<file path="src/rtl/pid_multichannel_if.sv">
// Sample/result bus for the multichannel PID engine.
// Sink: a sample transfers on a clk edge where sink_data_valid && sink_ready; valid
// while ready is low is dropped, not held. Source: source_data_valid is a one-cycle strobe.
interface pid_multichannel_if #(
  parameter int CH_W   = 2,
  parameter int CMD_W  = 8,
  parameter int DATA_W = 16,
  parameter int GAIN_W = 8,
  parameter int OUT_W  = 15
) ();
  logic                     sink_data_valid;
  logic                     sink_ready;
  logic [CH_W-1:0]          sink_channel;
  logic                     sink_clear;
  logic [CMD_W-1:0]         sink_command;
  logic [DATA_W-1:0]        sink_data;
  logic [GAIN_W-1:0]        sink_kp;
  logic [GAIN_W-1:0]        sink_ki;
  logic [GAIN_W-1:0]        sink_kd;
  logic                     source_data_valid;
  logic [CH_W-1:0]          source_channel;
  logic signed [OUT_W-1:0]  source_pid;

  modport master (
    output sink_data_valid, sink_channel, sink_clear, sink_command, sink_data,
           sink_kp, sink_ki, sink_kd,
    input  sink_ready, source_data_valid, source_channel, source_pid
  );

  modport slave (
    input  sink_data_valid, sink_channel, sink_clear, sink_command, sink_data,
           sink_kp, sink_ki, sink_kd,
    output sink_ready, source_data_valid, source_channel, source_pid
  );
endinterface

</file>
<file path="src/rtl/pid_multichannel.sv">
// Time-multiplexed PID engine: one shared multiplier serves N_CH loops, each with its
// own integrator (anti-windup clamped), previous error and first-sample flag.
module pid_multichannel #(
  parameter int N_CH       = 4,
  parameter int CH_W       = $clog2(N_CH),
  parameter int CMD_W      = 8,
  parameter int CMD_SHIFT  = 4,
  parameter int DATA_W     = 16,
  parameter int GAIN_W     = 8,
  parameter int INT_LIM    = 4096,
  parameter int FRAC_SHIFT = 4,
  parameter int OUT_W      = 15
) (
  input  logic                 clk,
  input  logic                 reset,
  pid_multichannel_if.slave    bus,
  output logic [2:0]           o_dbg_state
);

  localparam int E_W   = DATA_W + 2;
  localparam int OPB_W = DATA_W + 3;
  localparam int ACC_W = GAIN_W + DATA_W + 4;
  localparam int INT_W = $clog2(INT_LIM) + 2;

  localparam logic signed [OPB_W-1:0] L_INT_POS = OPB_W'(INT_LIM);
  localparam logic signed [OPB_W-1:0] L_INT_NEG = -L_INT_POS;
  localparam logic signed [OUT_W-1:0] L_OUT_MAX = {1'b0, {(OUT_W-1){1'b1}}};
  localparam logic signed [OUT_W-1:0] L_OUT_MIN = {1'b1, {(OUT_W-1){1'b0}}};

  typedef enum logic [2:0] {
    S_IDLE, S_ERR, S_PMUL, S_IMUL, S_DMUL, S_SUM, S_OUT
  } state_t;

  state_t                   r_state, w_state_next;
  logic [CH_W-1:0]          r_ch;
  logic                     r_clear;
  logic [CMD_W-1:0]         r_cmd;
  logic [DATA_W-1:0]        r_data;
  logic [GAIN_W-1:0]        r_kp, r_ki, r_kd;
  logic signed [E_W-1:0]    r_e;
  logic signed [ACC_W-1:0]  r_p, r_i, r_d;
  logic signed [INT_W-1:0]  r_integ [N_CH];
  logic signed [E_W-1:0]    r_prev  [N_CH];
  logic                     r_first [N_CH];
  logic signed [OUT_W-1:0]  r_src_pid;
  logic [CH_W-1:0]          r_src_ch;

  logic [E_W-1:0]           w_setpoint;
  logic signed [E_W-1:0]    w_e;
  logic signed [OPB_W-1:0]  w_isum;
  logic signed [INT_W-1:0]  w_integ_new;
  logic signed [OPB_W-1:0]  w_diff;
  logic [GAIN_W-1:0]        w_gain;
  logic signed [OPB_W-1:0]  w_opb;
  logic signed [ACC_W-1:0]  w_prod;
  logic signed [ACC_W-1:0]  w_sum;
  logic signed [ACC_W-1:0]  w_shift;
  logic signed [OUT_W-1:0]  w_sat;
  logic                     w_ready;
  logic                     w_out_valid;

  assign w_setpoint = {{(E_W-CMD_W-CMD_SHIFT){1'b0}}, r_cmd, {CMD_SHIFT{1'b0}}};
  assign w_e        = $signed(w_setpoint) - $signed({2'b00, r_data});
  assign w_isum     = OPB_W'(r_integ[r_ch]) + OPB_W'(r_e);
  assign w_diff     = OPB_W'(r_e) - OPB_W'(r_prev[r_ch]);

  always_comb begin
    w_integ_new = w_isum[INT_W-1:0];
    if (w_isum > L_INT_POS)      w_integ_new = INT_W'(L_INT_POS);
    else if (w_isum < L_INT_NEG) w_integ_new = INT_W'(L_INT_NEG);
  end

  // Single multiplier; gains are unsigned, so they enter with a zero sign bit.
  always_comb begin
    w_gain = r_kp;
    w_opb  = OPB_W'(r_e);
    case (r_state)
      S_IMUL: begin w_gain = r_ki; w_opb = OPB_W'(w_integ_new); end
      S_DMUL: begin w_gain = r_kd; w_opb = w_diff;               end
      default: ;
    endcase
  end
  assign w_prod = ACC_W'($signed({1'b0, w_gain})) * ACC_W'(w_opb);

  assign w_sum   = r_p + r_i + r_d;
  assign w_shift = w_sum >>> FRAC_SHIFT;

  always_comb begin
    w_sat = w_shift[OUT_W-1:0];
    if (w_shift > ACC_W'(L_OUT_MAX))      w_sat = L_OUT_MAX;
    else if (w_shift < ACC_W'(L_OUT_MIN)) w_sat = L_OUT_MIN;
  end

  always_comb begin
    w_state_next = r_state;
    w_ready      = 1'b0;
    w_out_valid  = 1'b0;
    case (r_state)
      S_IDLE: begin
        w_ready = 1'b1;
        if (bus.sink_data_valid) w_state_next = S_ERR;
      end
      S_ERR:  w_state_next = S_PMUL;
      S_PMUL: w_state_next = S_IMUL;
      S_IMUL: w_state_next = S_DMUL;
      S_DMUL: w_state_next = S_SUM;
      S_SUM:  w_state_next = S_OUT;
      S_OUT: begin
        w_out_valid  = 1'b1;
        w_state_next = S_IDLE;
      end
      default: w_state_next = S_IDLE;
    endcase
  end

  always_ff @(posedge clk) begin
    if (!reset) begin
      r_state   <= S_IDLE;
      r_ch      <= '0;
      r_clear   <= 1'b0;
      r_cmd     <= '0;
      r_data    <= '0;
      r_kp      <= '0;
      r_ki      <= '0;
      r_kd      <= '0;
      r_e       <= '0;
      r_p       <= '0;
      r_i       <= '0;
      r_d       <= '0;
      r_src_pid <= '0;
      r_src_ch  <= '0;
      for (int k = 0; k < N_CH; k++) begin
        r_integ[k] <= '0;
        r_prev[k]  <= '0;
        r_first[k] <= 1'b1;
      end
    end else begin
      r_state <= w_state_next;
      case (r_state)
        S_IDLE: if (bus.sink_data_valid) begin
          r_ch    <= bus.sink_channel;
          r_clear <= bus.sink_clear;
          r_cmd   <= bus.sink_command;
          r_data  <= bus.sink_data;
          r_kp    <= bus.sink_kp;
          r_ki    <= bus.sink_ki;
          r_kd    <= bus.sink_kd;
        end
        S_ERR: begin
          r_e <= w_e;
          if (r_clear) begin
            r_integ[r_ch] <= '0;
            r_prev[r_ch]  <= '0;
            r_first[r_ch] <= 1'b1;
          end
        end
        S_PMUL: r_p <= w_prod;
        S_IMUL: begin
          r_i           <= w_prod;
          r_integ[r_ch] <= w_integ_new;
        end
        S_DMUL: begin
          // No history yet on a fresh or cleared channel, so the derivative term is zero.
          r_d           <= r_first[r_ch] ? '0 : w_prod;
          r_prev[r_ch]  <= r_e;
          r_first[r_ch] <= 1'b0;
        end
        S_SUM: begin
          r_src_pid <= w_sat;
          r_src_ch  <= r_ch;
        end
        default: ;
      endcase
    end
  end

  assign bus.sink_ready        = w_ready;
  assign bus.source_data_valid = w_out_valid;
  assign bus.source_pid        = r_src_pid;
  assign bus.source_channel    = r_src_ch;
  assign o_dbg_state           = r_state;

endmodule

</file>
<file path="src/flat_wrapper.sv">
// flat-port wrapper written by rule: the top's interface ports become plain ports
module pid_multichannel_flat 
#(
  parameter int N_CH       = 4,
  parameter int CH_W       = $clog2(N_CH),
  parameter int CMD_W      = 8,
  parameter int CMD_SHIFT  = 4,
  parameter int DATA_W     = 16,
  parameter int GAIN_W     = 8,
  parameter int INT_LIM    = 4096,
  parameter int FRAC_SHIFT = 4,
  parameter int OUT_W      = 15
)
  (clk, reset, o_dbg_state, bus_sink_data_valid, bus_sink_channel, bus_sink_clear, bus_sink_command, bus_sink_data, bus_sink_kp, bus_sink_ki, bus_sink_kd, bus_sink_ready, bus_source_data_valid, bus_source_channel, bus_source_pid);
  pid_multichannel_if #(.CH_W(CH_W), .CMD_W(CMD_W), .DATA_W(DATA_W), .GAIN_W(GAIN_W), .OUT_W(OUT_W)) bus_i ();
  input  logic clk;
  input  logic reset;
  output logic [2:0] o_dbg_state;
  input wire logic [$bits(bus_i.sink_data_valid)-1:0] bus_sink_data_valid;
  input wire logic [$bits(bus_i.sink_channel)-1:0] bus_sink_channel;
  input wire logic [$bits(bus_i.sink_clear)-1:0] bus_sink_clear;
  input wire logic [$bits(bus_i.sink_command)-1:0] bus_sink_command;
  input wire logic [$bits(bus_i.sink_data)-1:0] bus_sink_data;
  input wire logic [$bits(bus_i.sink_kp)-1:0] bus_sink_kp;
  input wire logic [$bits(bus_i.sink_ki)-1:0] bus_sink_ki;
  input wire logic [$bits(bus_i.sink_kd)-1:0] bus_sink_kd;
  output wire logic [$bits(bus_i.sink_ready)-1:0] bus_sink_ready;
  output wire logic [$bits(bus_i.source_data_valid)-1:0] bus_source_data_valid;
  output wire logic [$bits(bus_i.source_channel)-1:0] bus_source_channel;
  output wire logic [$bits(bus_i.source_pid)-1:0] bus_source_pid;
  assign bus_i.sink_data_valid = bus_sink_data_valid;
  assign bus_i.sink_channel = bus_sink_channel;
  assign bus_i.sink_clear = bus_sink_clear;
  assign bus_i.sink_command = bus_sink_command;
  assign bus_i.sink_data = bus_sink_data;
  assign bus_i.sink_kp = bus_sink_kp;
  assign bus_i.sink_ki = bus_sink_ki;
  assign bus_i.sink_kd = bus_sink_kd;
  assign bus_sink_ready = bus_i.sink_ready;
  assign bus_source_data_valid = bus_i.source_data_valid;
  assign bus_source_channel = bus_i.source_channel;
  assign bus_source_pid = bus_i.source_pid;
  pid_multichannel #(.N_CH(N_CH), .CH_W(CH_W), .CMD_W(CMD_W), .CMD_SHIFT(CMD_SHIFT), .DATA_W(DATA_W), .GAIN_W(GAIN_W), .INT_LIM(INT_LIM), .FRAC_SHIFT(FRAC_SHIFT), .OUT_W(OUT_W)) u_core (.clk(clk), .reset(reset), .bus(bus_i), .o_dbg_state(o_dbg_state));
endmodule
</file>
<file path="config.mk">
export PLATFORM = sky130hd
export DESIGN_NAME = pid_multichannel_flat
export DESIGN_NICKNAME = d
export VERILOG_FILES = /design/src/rtl/pid_multichannel_if.sv /design/src/rtl/pid_multichannel.sv /design/src/flat_wrapper.sv
export SDC_FILE = /design/constraint.sdc
export NUM_CORES = 1
export LEC_CHECK = 0
export ABC_AREA = 0
export CAP_MARGIN = 20
export CORE_ASPECT_RATIO = 0.6
export CORE_UTILIZATION = 35
export CTS_CLUSTER_DIAMETER = 40
export DETAILED_ROUTE_END_ITERATION = 12
export PLACE_DENSITY = 0.53
export SLEW_MARGIN = 20
export SYNTH_ARGS = -nofsm -noshare
export SYNTH_HDL_FRONTEND = slang
export SYNTH_SLANG_ARGS = --single-unit
</file>
<file path="constraint.sdc">
create_clock -name clk -period 12.4 [get_ports clk]
set_input_delay 2.48 -clock clk [delete_from_list [all_inputs] [get_ports clk]]
set_output_delay 2.48 -clock clk [all_outputs]
set_load 0.005 [all_outputs]
</file>
==> results.sh <==
export IMPL_placeableCoreArea_um2=59830
export IMPL_clock_latency_ns=0.57
export IMPL_clk_path_buf_depth=3
export IMPL_cpLargestDelayFamily="compound AO/OA/AOI/OAI gates"
export IMPL_hold_buffers=0
export IMPL_fp_dieH_um=193.7
export IMPL_start_util=0.3583
export IMPL_cap_violations=0
export IMPL_start_kind="register"
export IMPL_syn_area_um2=21440
export IMPL_cp_buffers_inverters=5
export IMPL_synth_cell_types=85
export IMPL_status="complete, no violations"
export IMPL_slew_viol_final=0
export IMPL_max_freq_mhz=93.06
export IMPL_antenna_found_initial=1
export IMPL_syn_inst=2390
export IMPL_cts_resized=0
export IMPL_worstPathRequired_ns=12.87
export IMPL_setup_viol=0
export IMPL_drcViolationCount=0
export IMPL_htree_levels=2
export IMPL_synth_seq_area_share=0.3418
export IMPL_hp_class="register to register"
export IMPL_clock_root_buffer="clkbuf_16"
export IMPL_crit_fanout=16
export IMPL_die_x_um=321.5
export IMPL_synth_edf_count=128
export IMPL_utilization=0.4099
export IMPL_cpMostUsedCell="fa_1"
export IMPL_cp_arrival_ns=11.22
export IMPL_period_needed_ns=10.75
export IMPL_crit_path_top_delay_cell="a2111oi_0"
export IMPL_place_congestion=0.9707
export IMPL_peakVddDrop_mv=0.08170
export IMPL_setup_tns_ns=0
export IMPL_ys_warnings_count=0
export IMPL_clock_skew_ns=0.03580
export IMPL_grt_start_max_net_pins=88
export IMPL_viasPerCell=5.295
export IMPL_avgSynthCellArea_um2=8.970
export IMPL_max_stage_delay_ns=0.82
export IMPL_critical_path_class="register to register"
export IMPL_globalRouteTotalUtil=0.2070
export IMPL_overflow=0
export IMPL_wl_um=63730
export IMPL_vias=17367
export IMPL_wl_per_cell_um=19.43
export IMPL_synth_ff_type="dfxtp_1"
export IMPL_p_per_area_nw_per_um2=123.0
export IMPL_rows=69
export IMPL_cts_buffers=42
export IMPL_drt_iter0_markers=1446
export IMPL_mostFrequentLayoutCells="nor2_1, nand2_1, inv_1"
export IMPL_hp_start="u_core.r_data[6]$_SDFFE_PN0P_"
export IMPL_clkSinkCount=302
export IMPL_final_nets=2758
export IMPL_layout_cells_most_common="nor2_1"
export IMPL_slew_headroom=0.1775
export IMPL_path_clk_slew_ns=0.06
export IMPL_grt_first_pass_wirelength_um=99910
export IMPL_pin_count=76
export IMPL_drt_first_pass_iters=5
export IMPL_dieArea_um2=62280
export IMPL_area_growth_pct=14.40
export IMPL_drive_gt1_frac=0.08279
export IMPL_syn_nets=2717
export IMPL_first_global_vias=17003
export IMPL_cp_end_kind="register"
export IMPL_async_reset_ff_frac=0
export IMPL_postCtsSetupRepairBufs=0
export IMPL_p_leak_uw=0.01012
export IMPL_finalCritPeriodShare=0.8666
export IMPL_insertedDiodeCount=0
export IMPL_cts_tree="done"
export IMPL_hpwl_um=48430
export IMPL_hold_viol=0
export IMPL_io_buffers=75
export IMPL_rsz0062_at_grt="false"
export IMPL_drtAntennaViolNets=0
export IMPL_synth_seq_cells=302
export IMPL_tightestPinTransition_ns=1.225
==> power by group <==
| part | leakage [uW] | total [uW] | switching, uW | internal (uW) |
|---|---|---|---|---|
| registers | 0.00272 | 1120 | 42.3 | 1070 |
| logic | 0.00670 | 640 | 411 | 229 |
| clock network | 0.000700 | 1260 | 509 | 751 |
==> state kept, by name, indices dropped and copies added (netlist names), 3 cells and up, named ones only <==
signal / flops
u_core.r_prev: 68
u_core.r_integ: 56
u_core.r_d: 28
u_core.r_i: 28
u_core.r_p: 28
u_core.r_e: 17
u_core.r_data: 16
u_core.bus.source_pid: 15
u_core.r_cmd: 8
u_core.r_kd: 8
u_core.r_ki: 8
u_core.r_kp: 8
u_core.r_first: 4
u_core.o_dbg_state: 3
==> layout make-up <==
class / count / area, um2
timing repair buffer: 102 / 958.4
inverter: 254 / 955.9
sequential: 302 / 7328
clock inverter: 29 / 325.3
clock buffer: 48 / 1126
multi-input combinational: 1729 / 12810
fill: 5906 / 35300
tap: 816 / 1021
==> worst register-to-register path, delay by kind of cell (launching register included) <==
kind | cells | cell delay [ns]
AOI/OAI and AO/OA | 14 | 4.29
adders and majority gates | 6 | 2.65
xor gates and xnor gates | 2 | 0.86
DFF | 1 | 0.78
and+or+nand+nor | 3 | 0.78
buffers and inverters | 5 | 0.76
muxes | 1 | 0.53
==> cells by family (layout without fill, tap and decap cells) <==
| kind of cell | Yosys count | count (layout) | share of synthesized area |
|---|---|---|---|
| XOR/XNOR | 73 | 73 | 0.03052 |
| buffers and inverters | 359 | 433 | 0.06344 |
| AO/OA/AOI/OAI | 472 | 472 | 0.1344 |
| multiplexers | 39 | 39 | 0.03636 |
| adder cells (fa/ha/maj) | 273 | 273 | 0.2112 |
| AND/OR/NAND/NOR | 872 | 872 | 0.1824 |
| flip-flops | 302 | 302 | 0.3418 |
==> cell usage after synthesis (7+ instances only) <==
master / count / area, um2
nand4_1: 12 / 75.07
a21oi_1: 221 / 1106
mux2i_1: 7 / 70.07
a31oi_1: 15 / 93.84
nor2b_1: 20 / 125.1
o211ai_1: 16 / 120.1
o21ai_1: 7 / 35.03
a21o_1: 25 / 187.7
or2_2: 26 / 162.7
a22oi_1: 9 / 67.56
and3_1: 11 / 68.82
clkbuf_1: 89 / 334.1
o22ai_1: 13 / 81.33
nor2_2: 10 / 62.56
xnor2_1: 46 / 402.9
o31a_1: 8 / 70.07
nor3_1: 33 / 165.2
nand2_1: 300 / 1126
ha_1: 125 / 1564
mux4_2: 31 / 698.2
and2_1: 7 / 43.79
nor2_1: 312 / 1171
buf_1: 11 / 41.29
nand3_1: 42 / 210.2
fa_1: 148 / 2963
inv_1: 253 / 949.7
a211oi_1: 16 / 120.1
nand2b_1: 41 / 256.5
xor2_1: 25 / 219.0
or3_1: 15 / 93.84
o21ai_0: 67 / 335.3
edfxtp_1: 128 / 3844
o21a_1: 19 / 142.6
dfxtp_1: 174 / 3483
==> through the flow <==
stage          total power (uW)  std cells  setup slack, ns  instance area [um2]  hold slack [ns]
5_1_grt                    3158       3280           0.9229                24530           0.4743
2_1_floorplan              1560       2390            3.487                21440           0.4317
3_5_place_dp               1768       3202            1.851                23050           0.4486
3_3_place_gp               1758       3201            2.097                23020           0.4456
6_report                   3018       3280            1.654                24530           0.4556
4_1_cts                    3038       3279            1.792                24500           0.4567
==> layer usage <==
layer  track usage  vias up  share of wire
li1              -     8172              -
met1        0.3331     8565           0.52
met2        0.2720      568           0.37
met3       0.05557       62          0.096
met4       0.03245        0          0.012
met5             0        -              0
==> worst paths after layout <==
path,slack (ns),end,cells past startpoint
setup reg to reg,1.65,u_core.r_d[24]$_SDFFE_PN0P_,31
hold reg to reg,0.46,u_core.r_data[6]$_SDFFE_PN0P_,2
setup / recovery,1.65,u_core.r_d[24]$_SDFFE_PN0P_,31
hold / removal,0.46,u_core.r_data[6]$_SDFFE_PN0P_,2
Power figures use the tool's default switching activity.
